**src/rtl/paralelo_serie_tx.sv**
```systemverilog
// Transmit-side parallel-to-serial stage: MSB-first byte shifter with a post-reset COM sync burst and COM idle fill.
// Optional `define PS_DATA_COUNT_EN adds a 16-bit count of accepted data bytes on port data_cnt.
module paralelo_serie_tx #(
  parameter logic [7:0]  COM_BYTE      = 8'hBC,
  parameter int unsigned PRE_COM_COUNT = 4
) (
  input  logic        clk32f,
  input  logic        reset,
  input  logic [7:0]  in,
  input  logic        valid,
  output logic        ready,
  output logic        out,
  output logic        active
`ifdef PS_DATA_COUNT_EN
  ,
  output logic [15:0] data_cnt
`endif
);

  localparam int unsigned BYTE_W = 8;
  localparam int unsigned BIT_W  = 3;
  localparam int unsigned COM_W  = 4;
  localparam logic [COM_W-1:0] COM_LAST = COM_W'(PRE_COM_COUNT - 1);

  typedef enum logic {SYNC, RUN} state_t;

  state_t             state, state_nxt;
  logic [BIT_W-1:0]   bit_cnt;
  logic [COM_W-1:0]   com_cnt, com_cnt_nxt;
  logic [BYTE_W-1:0]  shreg;
  logic [BYTE_W-1:0]  byte_sel;
  logic               load;
  logic               accept;

  // Byte slot boundary: the edge that loads the next byte into the shifter.
  assign load     = (bit_cnt == BIT_W'(7));
  assign ready    = (state == RUN) && load;
  assign active   = (state == RUN);
  assign accept   = ready && valid;
  assign byte_sel = accept ? in : COM_BYTE;

  always_ff @(posedge clk32f) begin
    if (!reset) begin
      state   <= SYNC;
      com_cnt <= '0;
    end else begin
      state   <= state_nxt;
      com_cnt <= com_cnt_nxt;
    end
  end

  // Count sync COMs; leave SYNC on the load edge of the last one.
  always_comb begin
    state_nxt   = state;
    com_cnt_nxt = com_cnt;
    case (state)
      SYNC: begin
        if (load) begin
          com_cnt_nxt = com_cnt + COM_W'(1);
          if (com_cnt == COM_LAST) state_nxt = RUN;
        end
      end
      RUN:     state_nxt = RUN;
      default: state_nxt = SYNC;
    endcase
  end

  always_ff @(posedge clk32f) begin
    if (!reset) begin
      bit_cnt <= BIT_W'(7);
      shreg   <= '0;
      out     <= 1'b0;
    end else begin
      bit_cnt <= bit_cnt + BIT_W'(1);
      if (load) begin
        out   <= byte_sel[BYTE_W-1];
        shreg <= {byte_sel[BYTE_W-2:0], 1'b0};
      end else begin
        out   <= shreg[BYTE_W-1];
        shreg <= {shreg[BYTE_W-2:0], 1'b0};
      end
    end
  end

`ifdef PS_DATA_COUNT_EN
  localparam int unsigned CNT_W = 16;

  always_ff @(posedge clk32f) begin
    if (!reset) begin
      data_cnt <= '0;
    end else if (accept) begin
      data_cnt <= data_cnt + CNT_W'(1);
    end
  end
`endif

endmodule

```
**config.mk**
```make
export PLATFORM = sky130hd
export DESIGN_NAME = paralelo_serie_tx
export DESIGN_NICKNAME = d
export VERILOG_FILES = /design/src/rtl/paralelo_serie_tx.sv
export SDC_FILE = /design/constraint.sdc
export NUM_CORES = 1
export LEC_CHECK = 0
export CAP_MARGIN = 25
export CORE_AREA = 2 2 39 41
export CTS_BUF_LIST = sky130_fd_sc_hd__clkbuf_8 sky130_fd_sc_hd__clkbuf_16
export DETAILED_ROUTE_END_ITERATION = 6
export DIE_AREA = 0 0 41 43
export HOLD_SLACK_MARGIN = 0.02
export PLACE_DENSITY = 0.81
export SETUP_SLACK_MARGIN = 0.4
export SLEW_MARGIN = 20
export SYNTH_ARGS = -nofsm -noshare
export SYNTH_HDL_FRONTEND = slang
export SYNTH_SLANG_ARGS = --single-unit
```
**constraint.sdc**
```tcl
create_clock -name clk32f -period 2.8 [get_ports clk32f]
set_clock_uncertainty 0.15 [all_clocks]
set_input_delay 0.28 -clock clk32f [delete_from_list [all_inputs] [get_ports clk32f]]
set_output_delay 0.28 -clock clk32f [all_outputs]
set_load 0.01 [all_outputs]
```
; Word-level counts from Yosys, hierarchy flattened
; Index checks and enable logic that the tools add are counted.
[word_totals]
regBits = 17
output_inout_bits = 3
elab_cells = 19
[op_classes]
n_addsub = 2
eq_ne = 2
mux = 6
bitwise_logic = 1
reduce_logical = 3
[op_table]
columns = op, n
row1 = 2-to-1 mux 8 bit, 2
row2 = adder 4 x 1 -> 4 bit (second input constant), 1
row3 = == test 4 x 2 -> 1 bit (second input constant), 1
row4 = adder 3 x 1 -> 3 bit (second input constant), 1
row5 = == test 3 bit (second input constant), 1
row6 = 2-to-1 mux 1 bit, 3
row7 = logical AND 1 bit, 2
row8 = one-hot mux 1 bit (2 select lines), 1
row9 = AND reduction 2 bit, 1
row10 = inverter 1 bit, 1

; Depth between registers and ports, before layout
[logic_depth]
word_depth = 5
depth_mapped = 6

; Worst setup path before layout
; Ideal clock, no wire load.
[synth_path]
path_type = register -> register
startpoint = register bit_cnt[0]
endpoint = register com_cnt[0]
setup_ns = 0.115
arrival_time_ns = 1.271
required_ns = 2.535
setup_slack_ns = 1.264
stages_incl_launch_ff = 7
path_cell_list = dfxtp_1 ha_1 ha_1 buf_4 and2b_2 xor2_1 and2_1
[synth_between]
elab_chain_cells = 2
[synth_lines]
columns = element, line
row1 = "start, declared", 28  ; logic [BIT_W-1:0] bit_cnt;
row2 = "start signal, assigned", 74  ; bit_cnt <= bit_cnt + BIT_W'(1);
row3 = == test 3 bit, 36  ; assign load = (bit_cnt == BIT_W'(7));
row4 = AND reduction 2 bit (no source line), --
row5 = "end signal, assigned", 48  ; com_cnt <= com_cnt_nxt;
row6 = "end, declared", 29  ; logic [COM_W-1:0] com_cnt, com_cnt_nxt;
; Every way passes these cells.
; A chain may end at the register's enable or synchronous reset.

; Worst setup path in the final report
[layout_path]
startpoint = register bit_cnt[0]
endpoint = output port ready
[layout_between]
elab_chain_cells = 2
[layout_lines]
columns = element, line
row1 = == test 3 bit, 36
row2 = logical AND 1 bit, 37  ; assign ready = (state == RUN) && load;
row3 = "end, declared", 11  ; output logic ready,
; Every way passes these cells.

==> impl_metrics.env <==
export IMPL_status="finished, final reports clean"
export IMPL_wirelength_microns=1036
export IMPL_synth_top_family_by_area="simple AND/OR/NAND/NOR gates"
export IMPL_gp_congestion=0.6668
export IMPL_post_cts_buffers=0
export IMPL_coreArea_sq_um=1384
export IMPL_dp_slack_ns=0.7021
export IMPL_drt_iter0_drc=4
export IMPL_cts_tree="done"
export IMPL_critPathTopFamily="buffers and inverters"
export IMPL_grt_pass1_wl_microns=1600
export IMPL_critPathKind="reg -> out"
export IMPL_synthMuxAreaShare_pct=3.213
export IMPL_syn2layout_area_growth_pct=30.72
export IMPL_wl_per_cell_microns=10.79
export IMPL_crit_path_start_kind="register"
export IMPL_row_count=14
export IMPL_fp_dieArea_sq_um=1763
export IMPL_p_leak_uw=0.0003347
export IMPL_io_pins=14
export IMPL_timing_final_crit_period_ns=2.226
export IMPL_syn_nets=80
export IMPL_cts_repair_resized=0
export IMPL_hold_viol=0
export IMPL_hold_buffers=0
export IMPL_antenna_cells=0
export IMPL_critPathBufInv=1
export IMPL_htreeDepth=1
export IMPL_period_share_pct=79.50
export IMPL_ys_types=25
export IMPL_grt_pass1_vias=388
export IMPL_synthCells=66
export IMPL_cts_made_buffers=3
export IMPL_relSlewSlack_pct=70.28
export IMPL_max_stage_delay_ns=0.53
export IMPL_grtUsageTotal_pct=13.58
export IMPL_holdWs_ns=0.2481
export IMPL_setup_ws_ns=0.5739
export IMPL_synth_seq_area_share_pct=51.41
export IMPL_final_nets=95
export IMPL_avgSynthCellArea_sq_um=9.441
export IMPL_die_h_microns=43
export IMPL_start_util_pct=45.03
export IMPL_cp_slowest_cell="clkdlybuf4s50_1"
export IMPL_postRouteAntennaNets=0
export IMPL_timing_fmax_mhz=449.2
export IMPL_portBuffers=13
export IMPL_synthAdderAreaFrac_pct=6.024
export IMPL_hp_class="reg -> reg"
export IMPL_setup_tns_ns=0
export IMPL_ys_seq_elements=16
export IMPL_synth_compound_gate_area_share_pct=13.25
export IMPL_cts_path_max_buffers=2
export IMPL_setup_violations=0
export IMPL_root_buffer="clkbuf_8"
export IMPL_syn_area_sq_um=623.1
export IMPL_max_vdd_ir_drop_uv=306.0
export IMPL_yosysWarningCount=0
export IMPL_vias_per_cell=4.802
export IMPL_die_w_microns=41
export IMPL_synthXorXnorAreaFrac_pct=1.406
export IMPL_synth_simple_area_share_pct=20.88
export IMPL_crit_path_cell_trace="ha_1 > ha_2 > and2_1 > clkdlybuf4s50_1"
export IMPL_numClockSinks=16
export IMPL_rsz0062_at_grt="no"
export IMPL_grt_start_max_net_pins=18
export IMPL_drtPass1Iterations=2
export IMPL_clk_latency_ns=0.24
export IMPL_cap_violations=0
export IMPL_required_ns=2.37
export IMPL_dp_hpwl_microns=716.2
export IMPL_worstPathMaxFanout=17
export IMPL_cp_end_kind="output pin"
export IMPL_vias=461
export IMPL_drv_slew=0
export IMPL_antenna_found_initial=0
export IMPL_drc=0
export IMPL_cp_data_arrival_time_ns=1.80
export IMPL_worst_slew_pin_slew_ns=0.4444
export IMPL_p_per_area_nw_per_um2=662.3
export IMPL_drive_gt1_share_pct=8.750
export IMPL_clkTransAtPathRegs_ns=0.06
export IMPL_overflow=0
## synthesized netlist by cell type (all sizes together)
cell    number  area share (%)
inv          2             1.2
nand2        6             4.0
a21boi       1             1.2
or3          1             1.0
buf          2             2.0
xor2         1             1.4
ha           3             6.0
mux2i        2             3.2
nand4        1             1.0
o22ai        2             2.0
nor3         1            0.80
or2b         1             1.2
and2b        1             1.4
o21ai        6             4.8
nor2         5             3.0
o21a         1             1.2
and4         1             1.4
dfxtp       16              51
a21oi        5             4.0
and2         4             4.0
clkbuf       1            0.60
nand2b       2             2.0
nor2b        1             1.0
## final timing paths
check	start	end	slack [ns]	depth (start not counted)
setup / recovery	bit_cnt[0]$_SDFF_PN1_	ready	0.57	4
hold / removal	bit_cnt[0]$_SDFF_PN1_	bit_cnt[0]$_SDFF_PN1_	0.25	1
setup reg to reg	bit_cnt[0]$_SDFF_PN1_	com_cnt[0]$_SDFFE_PN0P_	1.21	5
hold reg to reg	bit_cnt[0]$_SDFF_PN1_	bit_cnt[0]$_SDFF_PN1_	0.25	1
## metrics by stage
| step | utilization (%) | instances | total power (uW) | area, sq um |
|---|---|---|---|---|
| 2_1_floorplan | - | 66 | 316.6 | 623.1 |
| 3_3_place_gp | 54.70 | 92 | 339.6 | 757.0 |
| 3_5_place_dp | 54.70 | 92 | 341.5 | 757.0 |
| 4_1_cts | 58.68 | 96 | 544.2 | 812.0 |
| 5_1_grt | 58.86 | 96 | 563.3 | 814.5 |
| 6_report | 58.86 | 96 | 539.5 | 814.5 |
## cells in the final DEF (no fill, tap or decap), drive strengths merged
cell | Yosys | layout
clkdlybuf4s50 | 0 | 13
o21ai | 6 | 6
or3 | 1 | 1
dfxtp | 16 | 16
nor2b | 1 | 1
nand2b | 2 | 2
nand4 | 1 | 1
nand2 | 6 | 6
mux2i | 2 | 2
xor2 | 1 | 1
a21oi | 5 | 5
or2b | 1 | 1
o22ai | 2 | 2
a21boi | 1 | 1
and4 | 1 | 1
nor3 | 1 | 1
inv | 2 | 2
and2 | 4 | 4
clkbuf | 1 | 4
ha | 3 | 3
and2b | 1 | 1
nor2 | 5 | 5
o21a | 1 | 1
## report_power, final
part / internal (uW) / switching, uW / leakage [uW]
clock: 125 / 75.3 / 0.0000288
sequential: 250 / 9.63 / 0.000132
combinational: 43.4 / 36.1 / 0.000174
total: 418 / 121 / 0.000335
## sequential cells by signal, summed over array words and instances, names as in the netlist
| signal | flops |
|---|---|
| out | 1 |
| shreg | 7 |
| active | 1 |
| com_cnt | 4 |
| bit_cnt | 3 |
## final cells by class
class	instances	area, sq um
flip-flops and latches	16	320.3
inverters	2	7.507
well taps	16	20.02
repair buffers	13	130.1
clock buffers	4	55.05
multi-input cells	45	281.5
fillers	128	569.3
## worst register-to-register path, stage by stage (launching register included)
cell and delay (ns):
dfxtp_1 0.32, ha_1 0.20, ha_2 0.27, and2b_2 0.27, xor2_1 0.14, and2_1 0.15
## logic make-up after synthesis
family / Yosys count
buf+inv: 5
mux: 2
compound gates: 15
flops: 16
xor+xnor: 1
simple gates: 24
fa+ha+maj: 3
## routing by layer
layer  up-vias  GRT usage, %  share of wire (%)
met3         4         3.141                2.2
met2         9         19.06                 46
met1       197         17.22                 49
met4         0         10.00                2.0
li1        251             -                  -
met5         -             0                  0
Power figures use the tool's default switching activity.
